**src/rtl/vga_arb_pkg.sv**
```systemverilog
// Shared types and widths for the VGA plot arbiter.
// State encoding plus default 160x120 3-bit geometry.
package vga_arb_pkg;

    localparam int X_W       = 8;
    localparam int Y_W       = 7;
    localparam int C_W       = 3;
    localparam int DEF_X_MAX = 160;
    localparam int DEF_Y_MAX = 120;

    typedef enum logic [1:0] {
        S_IDLE,
        S_CLEAR,
        S_GRANT
    } state_e;

endpackage

```
**src/rtl/rr_arbiter.sv**
```systemverilog
// Combinational round-robin pick: first requester after ptr, wrapping.
// Ports: req_i (requests), ptr_i (last winner) -> gnt_o (one-hot),
// idx_o (winner index), any_o (some request present).
module rr_arbiter #(
    parameter int N  = 3,
    parameter int PW = 2
) (
    input  logic [N-1:0]  req_i,
    input  logic [PW-1:0] ptr_i,
    output logic [N-1:0]  gnt_o,
    output logic [PW-1:0] idx_o,
    output logic          any_o
);

    // Distance k = 1..N from ptr; ptr itself is considered last.
    always_comb begin
        gnt_o = '0;
        idx_o = '0;
        any_o = 1'b0;
        for (int k = 1; k <= N; k++) begin
            for (int i = 0; i < N; i++) begin
                if (!any_o && req_i[i] &&
                    (i == (int'(ptr_i) + k) % N)) begin
                    any_o    = 1'b1;
                    gnt_o[i] = 1'b1;
                    idx_o    = PW'(i);
                end
            end
        end
    end

endmodule

```
**src/rtl/vga_plot_arbiter.sv**
```systemverilog
// Shares the VGA adapter plot port among NUM_REQ burst requesters
// and runs a built-in full-screen clear engine.
// Ports: clk, reset (async high); req/pix_valid/last/pix_x/pix_y/pix_c
// per-requester lanes; clear_start pulse; grant (one-hot owner),
// busy, clear_done, oob, and registered x_out/y_out/c_out/plot.
module vga_plot_arbiter
    import vga_arb_pkg::*;
#(
    parameter int              NUM_REQ      = 3,
    parameter int              X_MAX        = DEF_X_MAX,
    parameter int              Y_MAX        = DEF_Y_MAX,
    parameter logic [C_W-1:0]  CLEAR_COLOUR = 3'b000
) (
    input  logic                   clk,
    input  logic                   reset,
    input  logic [NUM_REQ-1:0]     req,
    input  logic [NUM_REQ-1:0]     pix_valid,
    input  logic [NUM_REQ-1:0]     last,
    input  logic [X_W*NUM_REQ-1:0] pix_x,
    input  logic [Y_W*NUM_REQ-1:0] pix_y,
    input  logic [C_W*NUM_REQ-1:0] pix_c,
    output logic [NUM_REQ-1:0]     grant,
    input  logic                   clear_start,
    output logic                   busy,
    output logic                   clear_done,
    output logic                   oob,
    output logic [X_W-1:0]         x_out,
    output logic [Y_W-1:0]         y_out,
    output logic [C_W-1:0]         c_out,
    output logic                   plot
);

    localparam int PW = (NUM_REQ > 1) ? $clog2(NUM_REQ) : 1;
    localparam logic [X_W-1:0] X_LAST = X_W'(X_MAX - 1);
    localparam logic [Y_W-1:0] Y_LAST = Y_W'(Y_MAX - 1);
    localparam logic [PW-1:0]  PTR_RST = PW'(NUM_REQ - 1);

    state_e               state_q, state_d;
    logic [NUM_REQ-1:0]   grant_q, grant_d;
    logic [PW-1:0]        ptr_q, ptr_d;
    logic                 pend_q, pend_d;
    logic [X_W-1:0]       cx_q, cx_d;
    logic [Y_W-1:0]       cy_q, cy_d;
    logic [X_W-1:0]       x_q, x_d;
    logic [Y_W-1:0]       y_q, y_d;
    logic [C_W-1:0]       c_q, c_d;
    logic                 plot_q, plot_d;
    logic                 done_q, done_d;
    logic                 oob_q, oob_d;

    logic [NUM_REQ-1:0]   arb_gnt;
    logic [PW-1:0]        arb_idx;
    logic                 arb_any;

    logic                 own_req;
    logic                 own_valid;
    logic                 own_last;
    logic [X_W-1:0]       own_x;
    logic [Y_W-1:0]       own_y;
    logic [C_W-1:0]       own_c;
    logic                 in_range;

    rr_arbiter #(
        .N  (NUM_REQ),
        .PW (PW)
    ) u_rr (
        .req_i (req),
        .ptr_i (ptr_q),
        .gnt_o (arb_gnt),
        .idx_o (arb_idx),
        .any_o (arb_any)
    );

    // While granted, ptr_q holds the owner index.
    always_comb begin
        own_req   = 1'b0;
        own_valid = 1'b0;
        own_last  = 1'b0;
        own_x     = '0;
        own_y     = '0;
        own_c     = '0;
        for (int i = 0; i < NUM_REQ; i++) begin
            if (i == int'(ptr_q)) begin
                own_req   = req[i];
                own_valid = pix_valid[i];
                own_last  = last[i];
                own_x     = pix_x[X_W*i +: X_W];
                own_y     = pix_y[Y_W*i +: Y_W];
                own_c     = pix_c[C_W*i +: C_W];
            end
        end
    end

    assign in_range = (int'(own_x) < X_MAX) && (int'(own_y) < Y_MAX);

    always_comb begin
        state_d = state_q;
        grant_d = grant_q;
        ptr_d   = ptr_q;
        pend_d  = pend_q;
        cx_d    = cx_q;
        cy_d    = cy_q;
        x_d     = '0;
        y_d     = '0;
        c_d     = '0;
        plot_d  = 1'b0;
        done_d  = 1'b0;
        oob_d   = 1'b0;
        unique case (state_q)
            S_IDLE: begin
                if (pend_q || clear_start) begin
                    state_d = S_CLEAR;
                    pend_d  = 1'b0;
                end else if (arb_any) begin
                    state_d = S_GRANT;
                    grant_d = arb_gnt;
                    ptr_d   = arb_idx;
                end
            end
            S_CLEAR: begin
                plot_d = 1'b1;
                x_d    = cx_q;
                y_d    = cy_q;
                c_d    = CLEAR_COLOUR;
                if (cx_q == X_LAST) begin
                    cx_d = '0;
                    if (cy_q == Y_LAST) begin
                        cy_d    = '0;
                        done_d  = 1'b1;
                        state_d = S_IDLE;
                    end else begin
                        cy_d = cy_q + 1'b1;
                    end
                end else begin
                    cx_d = cx_q + 1'b1;
                end
            end
            S_GRANT: begin
                if (clear_start) begin
                    pend_d = 1'b1;
                end
                if (own_valid) begin
                    if (in_range) begin
                        plot_d = 1'b1;
                        x_d    = own_x;
                        y_d    = own_y;
                        c_d    = own_c;
                    end else begin
                        oob_d = 1'b1;
                    end
                end
                // A last pixel ends the burst even if req already fell.
                if ((own_valid && own_last) || !own_req) begin
                    grant_d = '0;
                    state_d = S_IDLE;
                end
            end
            default: begin
                state_d = S_IDLE;
                grant_d = '0;
            end
        endcase
    end

    always_ff @(posedge clk or posedge reset) begin
        if (reset) begin
            state_q <= S_IDLE;
            grant_q <= '0;
            ptr_q   <= PTR_RST;
            pend_q  <= 1'b0;
            cx_q    <= '0;
            cy_q    <= '0;
            x_q     <= '0;
            y_q     <= '0;
            c_q     <= '0;
            plot_q  <= 1'b0;
            done_q  <= 1'b0;
            oob_q   <= 1'b0;
        end else begin
            state_q <= state_d;
            grant_q <= grant_d;
            ptr_q   <= ptr_d;
            pend_q  <= pend_d;
            cx_q    <= cx_d;
            cy_q    <= cy_d;
            x_q     <= x_d;
            y_q     <= y_d;
            c_q     <= c_d;
            plot_q  <= plot_d;
            done_q  <= done_d;
            oob_q   <= oob_d;
        end
    end

    assign busy       = (state_q != S_IDLE);
    assign grant      = grant_q;
    assign x_out      = x_q;
    assign y_out      = y_q;
    assign c_out      = c_q;
    assign plot       = plot_q;
    assign clear_done = done_q;
    assign oob        = oob_q;

endmodule
```
**config.mk**
```make
export PLATFORM = sky130hd
export DESIGN_NAME = vga_plot_arbiter
export DESIGN_NICKNAME = d
export VERILOG_FILES = /design/src/rtl/vga_arb_pkg.sv /design/src/rtl/rr_arbiter.sv /design/src/rtl/vga_plot_arbiter.sv
export SDC_FILE = /design/constraint.sdc
export NUM_CORES = 1
export LEC_CHECK = 0
export BUFFER_PORTS_ARGS = -buffer_cell sky130_fd_sc_hd__buf_2
export CAP_MARGIN = 10
export CORE_AREA = 3 3 86 88
export DETAILED_ROUTE_END_ITERATION = 6
export DIE_AREA = 0 0 89 91
export PLACE_DENSITY_LB_ADDON = 0.3
export SYNTH_ARGS = -nofsm -noshare
export SYNTH_HDL_FRONTEND = slang
export SYNTH_HIERARCHICAL = 1
export SYNTH_SLANG_ARGS = --single-unit
```
**constraint.sdc**
```tcl
create_clock -name clk -period 2.99 [get_ports clk]
set_input_delay 0.598 -clock clk [delete_from_list [all_inputs] [get_ports clk]]
set_output_delay 0.598 -clock clk [all_outputs]
set_load 0.01 [all_outputs]
```
; After elaboration in Yosys (flattened, before gate mapping)
; Index checks and enable logic that the tools add are counted.
[word_totals]
input_bits = 66
out_inout_bits = 25
regBits = 44
ram_bits = 0
mem_bits_ro = 0
word_cells = 162
mem_count = 0
latch_bits = 0
[classes]
n_eq_ne = 20
order_cmp = 2
addsub = 5
bitwise_logic = 2
n_mux = 76
n_shift = 0
n_mul = 0
n_reduce_logical = 42
div_mod_pow = 3
[op_table]
columns = cell, count
row1 = $eq 2x32->1 const A, 3
row2 = $eq 3x32->1 const A, 3
row3 = $logic_not 32->1, 3
row4 = $mod 32x3->32 const B, 3
row5 = $mux 8, 6
row6 = $mux 7, 6
row7 = $mux 1, 37
row8 = $mux 3, 9
row9 = $mux 2, 12
row10 = $logic_and 1x1->1, 19
row11 = $pmux 8 s2, 1
row12 = $ne 2x2->1 const B, 7
row13 = $pmux 7 s2, 1
row14 = $logic_not 1->1, 9
row15 = $pmux 3 s3, 1
row16 = $add 8x1->8 const B, 1
row17 = $eq 8x8->1 const B, 1
row18 = $lt 8x8->1 const B, 1
row19 = $reduce_and 4->1, 2
row20 = $add 7x1->7 const B, 1
row21 = $eq 7x7->1 const B, 1
row22 = $lt 7x7->1 const B, 1
row23 = $add 2x2->3 const B, 2
row24 = $pmux 2 s3, 1
row25 = other kinds (12), 19

; Longest topological paths before layout
[logic_depth]
word_depth = 40
mapped_depth = 8
mapped_depth_nobuf = 8

; By module
; The synthesis kept the hierarchy.
[modules_own_cells]
columns = mod, area_each_um2, seq_area_each_um2, cells_each, n_inst
row1 = vga_plot_arbiter, 2519.9, 1102.3, 259, 1
row2 = rr_arbiter, 143.9, 0.0, 20, 1

; Worst setup path after synthesis
; OpenSTA, ideal clock, no wires.
[synth_path]
path_kind = flip-flop to flip-flop
from = register ptr_q[1]
to = register ptr_q[0]
period_less_slack_ns = 1.836
setup_slack_ns = 1.154
setup_ns = 0.125
path_stages_with_launch = 6
required_ns = 2.865
n_path_buf = 0
t_arrival_ns = 1.711
cell_sequence = dfstp_2 -> ha_1 -> nor3_1 -> nor2_1 -> and3_1 -> mux2_2
[synth_between]
elab_chain_cells = 38
word_cells_on_any_way = 58
cone_classes = 3 x add/sub / 3 x div / 6 x eq/ne / 17 x mux / 29 x reduce/logical
[synth_rtl]
columns = element, line
row1 = "start, declared", vga_plot_arbiter.sv:40  ; logic [PW-1:0] ptr_q, ptr_d;
row2 = "start signal, assigned", vga_plot_arbiter.sv:182  ; ptr_q <= ptr_d;
row3 = $add 2x1->3, rr_arbiter.sv:23  ; (i == (int'(ptr_i) + k) % N)) begin
row4 = $mod 32x3->32, rr_arbiter.sv:23
row5 = $logic_not 32->1, rr_arbiter.sv:23
row6 = $logic_and 1x1->1, rr_arbiter.sv:22  ; if (!any_o && req_i[i] &&
row7 = $mux 1, rr_arbiter.sv:22
row8 = $logic_not 1->1, rr_arbiter.sv:22
row9 = $logic_and 1x1->1 (2 in series), rr_arbiter.sv:22
row10 = $mux 1, rr_arbiter.sv:22
row11 = [... 20 more ...], --
row12 = $logic_not 1->1, rr_arbiter.sv:22
row13 = $logic_and 1x1->1 (2 in series), rr_arbiter.sv:22
row14 = $mux 1, rr_arbiter.sv:22
row15 = $logic_not 1->1, rr_arbiter.sv:22
row16 = $logic_and 1x1->1 (2 in series), rr_arbiter.sv:22
row17 = $mux 1 (*), rr_arbiter.sv:22
row18 = net arb_any, vga_plot_arbiter.sv:53  ; logic arb_any;
row19 = $reduce_and 3->1 (no line) (*), --
; The timed path passes the listed nets; every way through them passes the cells marked *.
; A chain may end at the register's enable or synchronous reset.

; Worst setup path after layout
[layout_path]
from = register ptr_q[1]
to = register x_q[4] (netlist: x_out[4])
[layout_between]
elab_chain_cells = 9
word_cells_on_any_way = 18
cone_classes = 2 x order compare / 2 x eq/ne / 12 x mux / 2 x reduce/logical
[layout_rtl]
columns = element, line
row1 = $logic_not 2->1, vga_plot_arbiter.sv:83  ; if (i == int'(ptr_q)) begin
row2 = $mux 8 / $mux 7 (equally long branches) (3 in series), vga_plot_arbiter.sv:83
row3 = $lt 8x8->1 / $lt 7x7->1 (equally long branches), vga_plot_arbiter.sv:94  ; assign in_range = (int'(own_x) < X_MAX) && (int'(own_y) < Y_MAX);
row4 = $logic_and 1x1->1, vga_plot_arbiter.sv:94
row5 = $mux 8, vga_plot_arbiter.sv:143  ; if (in_range) begin
row6 = $mux 8 (*), vga_plot_arbiter.sv:142  ; if (own_valid) begin
row7 = $pmux 8 s2 (*), vga_plot_arbiter.sv:109  ; unique case (state_q)
row8 = net x_d[4], vga_plot_arbiter.sv:44  ; logic [X_W-1:0] x_q, x_d;
row9 = "end signal, assigned", vga_plot_arbiter.sv:173  ; x_q <= '0;
row10 = "end signal, assigned", vga_plot_arbiter.sv:186  ; x_q <= x_d;
row11 = "end, declared", vga_plot_arbiter.sv:44
; Marks and branches as above.

==> results.json <==
{
  "fin_nets": 437,
  "slowest_delay_ns": 0.79,
  "grtUsageTotal_pct": 16.56,
  "drt-initial-drc-count": 76,
  "tightest_slew_ns": 0.5123,
  "num_vias": 2334,
  "skew_ns": 0.009084,
  "p_sw_share_pct": 24.24,
  "critPathArrivalTime_ns": 2.62,
  "pwr-share-comb_pct": 9.6,
  "nFillCells": 665,
  "postCtsSetupRepairBufs": 0,
  "endpoint": "x_out[4]",
  "slew-limit-headroom_pct": 65.84,
  "cts_resized": 0,
  "postSynthNetCount": 352,
  "gr-total-overflow": 0,
  "vdd_drop_max_v": 0.0001995,
  "period_share_pct": 80.63,
  "layout_commonest_cell": "buf_2",
  "post-dp-hpwl_um": 5231,
  "synthMuxAreaShare_pct": 10.29,
  "rsz0062_at_grt": "no",
  "grt_pass1_wl_um": 10620,
  "power.internal_uw": 805.2,
  "clock-sinks": 44,
  "synth_xor_area_share_pct": 1.644,
  "ys_seq_area_share_pct": 41.38,
  "p_per_area_mw_per_mm2": 330.7,
  "ys_ff_latch": 44,
  "setup_viol": 0,
  "final_cell_mix": "buf_2, nand2_1, dfrtp_1, mux2i_1, o21ai_0",
  "cpMaxStageDelayCell": "dfstp_2",
  "diodes": 0,
  "cts_max_level": 2,
  "critical_path_class": "flip-flop to flip-flop",
  "finalHoldViolCount": 0,
  "synth-edff-count": 0,
  "drive_above_1_share_pct": 35.16,
  "clock_power_share_pct": 34.1,
  "ys_warn_count": 6,
  "synth_fa_ha_area_share_pct": 3.288,
  "ff2ff_setup_slack_ns": 0.58,
  "place.gp.congestion": 0.7945,
  "cp_data_required_time_ns": 3.20,
  "post-route-util_pct": 47.84,
  "vias_per_cell": 5.257,
  "clockBufferDepth": 2,
  "clock_latency_ns": 0.30,
  "pwr-share-seq_pct": 56.3,
  "yosysUniqueCellTypes": 52,
  "outcome": "finished, final reports clean",
  "fp.dieH_um": 91,
  "hp-class": "input port to asynchronous set/reset pin",
  "slew_viol_final": 0,
  "fmax_mhz": 414.8,
  "synth_area_leader_cell": "dfrtp_1",
  "post_drt_wl_per_cell_um": 15.03,
  "area_delta_synth_final_pct": 20.67,
  "worstPathCellList": "nor2b_4 > a2bb2oi_1 > nor2_2 > nand3_2 > o21ai_0",
  "avgSynthCellArea_um2": 9.548,
  "core_area_mm2": 0.006719,
  "fin_crit_ns": 2.411,
  "rr_endpoint": "x_out[4]",
  "clk_pin_slew_ns": 0.08,
  "startpoint": "ptr_q[1]",
  "synth_top_family_by_area": "compound AO/OA/AOI/OAI gates",
  "netlist_area_mm2": 0.002664,
  "async_reset_ff_share_pct": 100.0,
  "path_max_fanout": 25,
  "synth_compound_area_share_pct": 18.88,
  "port_buffers": 90,
  "area.sequential_mm2": 0.001102,
  "synthCells": 279,
  "synthSimpleGateAreaFrac_pct": 18.65,
  "yosysTopAreaCellShare_pct": 40.39,
  "synth-main-ff-cell": "dfrtp_1",
  "power.leakage_nw": 1.610,
  "fp.dieArea_mm2": 0.008099,
  "end_kind": "flip-flop",
  "ff2ff_path_depth": 5,
  "antenna_left": 0,
  "p_sw_uw": 257.6,
  "final_cells": 444,
  "cts_tree": "done",
  "max_cap_viol_count": 0,
  "die_width_um": 89,
  "drc": 0,
  "setup_tns_ns": 0,
  "cts_hold_buf": 0,
  "io_pins": 91,
  "placed_cell_area_mm2": 0.003133,
  "fin_area_mm2": 0.003214,
  "place_inst": 437,
  "antenna_found_initial": 0,
  "grt_max_degree": 34,
  "critPathLaunchType": "flip-flop",
  "row_count": 30,
  "multi_input_area_mm2": 0.001405,
  "firstDrtPassIters": 4,
  "wl_um": 6673,
  "rr_startpoint": "ptr_q[1]",
  "timing.hold.ws_ns": 0.2335,
  "ys_top_cells_by_area": "dfrtp_1, mux2i_1, nand2_1",
  "cts_buffers": 5,
  "grt_pass1_vias": 2300,
  "root_buffer": "clkbuf_8",
  "start_util_pct": 39.65
}
==> registers in the layout, summed over array words and instances (netlist names) <==
signal,count
cy_q,7
pend_q,1
y_out,7
oob,1
clear_done,1
c_out,3
ptr_q,2
x_out,8
cx_q,8
plot,1
grant,3
state_q,2
==> through the flow <==
stage | power, mW | setup slack, ns
global route | 1.112 | 0.3439
finish | 1.063 | 0.5792
floorplan | 0.6533 | 1.154
global placement | 0.7124 | 0.7268
CTS | 1.075 | 0.5756
detailed placement | 0.7132 | 0.6106
==> worst min-delay path by stage <==
stage / slack, ns / cells past startpoint / end
after floorplan: 0.46 / 1 / cy_q[5]
after global placement: 0.50 / 1 / cy_q[5]
after detailed placement: 0.51 / 2 / cy_q[1]
after CTS: 0.24 / 2 / x_out[0]
after global routing: 0.25 / 2 / x_out[0]
final: 0.23 / 2 / x_out[0]
==> power by group through the flow <==
stage | Clock [mW] | Sequential (mW) | Combinational [mW]
after global placement | 0 | 0.610 | 0.102
after detailed placement | 0 | 0.610 | 0.103
final | 0.363 | 0.598 | 0.102
after floorplan | 0 | 0.612 | 0.0418
after CTS | 0.373 | 0.599 | 0.104
after global routing | 0.398 | 0.599 | 0.115
==> cells by family after synthesis <==
family          count (synthesis)
fa+ha+maj                       7
simple gates                   99
flops                          44
buf+inv                        28
xor+xnor                        5
compound gates                 69
mux                            27
==> routing by layer <==
layer  track usage [%]  vias up  wire length, um
li1                  -     1165                -
met1             21.82     1086             2957
met2             26.49       78             3194
met3             3.902        5              455
met4             5.459        0               65
met5                 0        -                0
==> cell usage after synthesis (2+ instances only) <==
cell,instances
nand2_1,51
dfrtp_1,43
mux2i_1,24
o21ai_0,22
nor2_1,13
inv_1,12
a21oi_1,8
o2bb2ai_1,8
ha_1,7
o21ai_2,7
a31oi_1,6
clkbuf_1,6
nand4_1,6
nand3_1,5
buf_4,4
and2_1,3
buf_6,3
mux2_2,3
nor3_1,3
o21ai_1,3
or3_1,3
xnor2_1,3
a2bb2oi_1,2
buf_2,2
nand2_2,2
nand2b_1,2
o32ai_1,2
xor2_1,2
==> worst max-delay path, delay by kind of cell, from the launching register on <==
family / cells / cell delay [ns]
AOI/OAI and AO/OA: 2 / 0.50
and+or+nand+nor: 3 / 1.04
DFF: 1 / 0.79
==> area by class of cell <==
type | instances | share of cell area [%]
well taps | 80 | 3.114
repair buffers | 94 | 14.95
clock buffers | 5 | 2.141
flip-flops and latches | 44 | 34.29
inverters | 12 | 1.401
multi-input cells | 207 | 43.71
clock inverters | 2 | 0.3893
No activity file was read; power rests on OpenSTA's default activity.
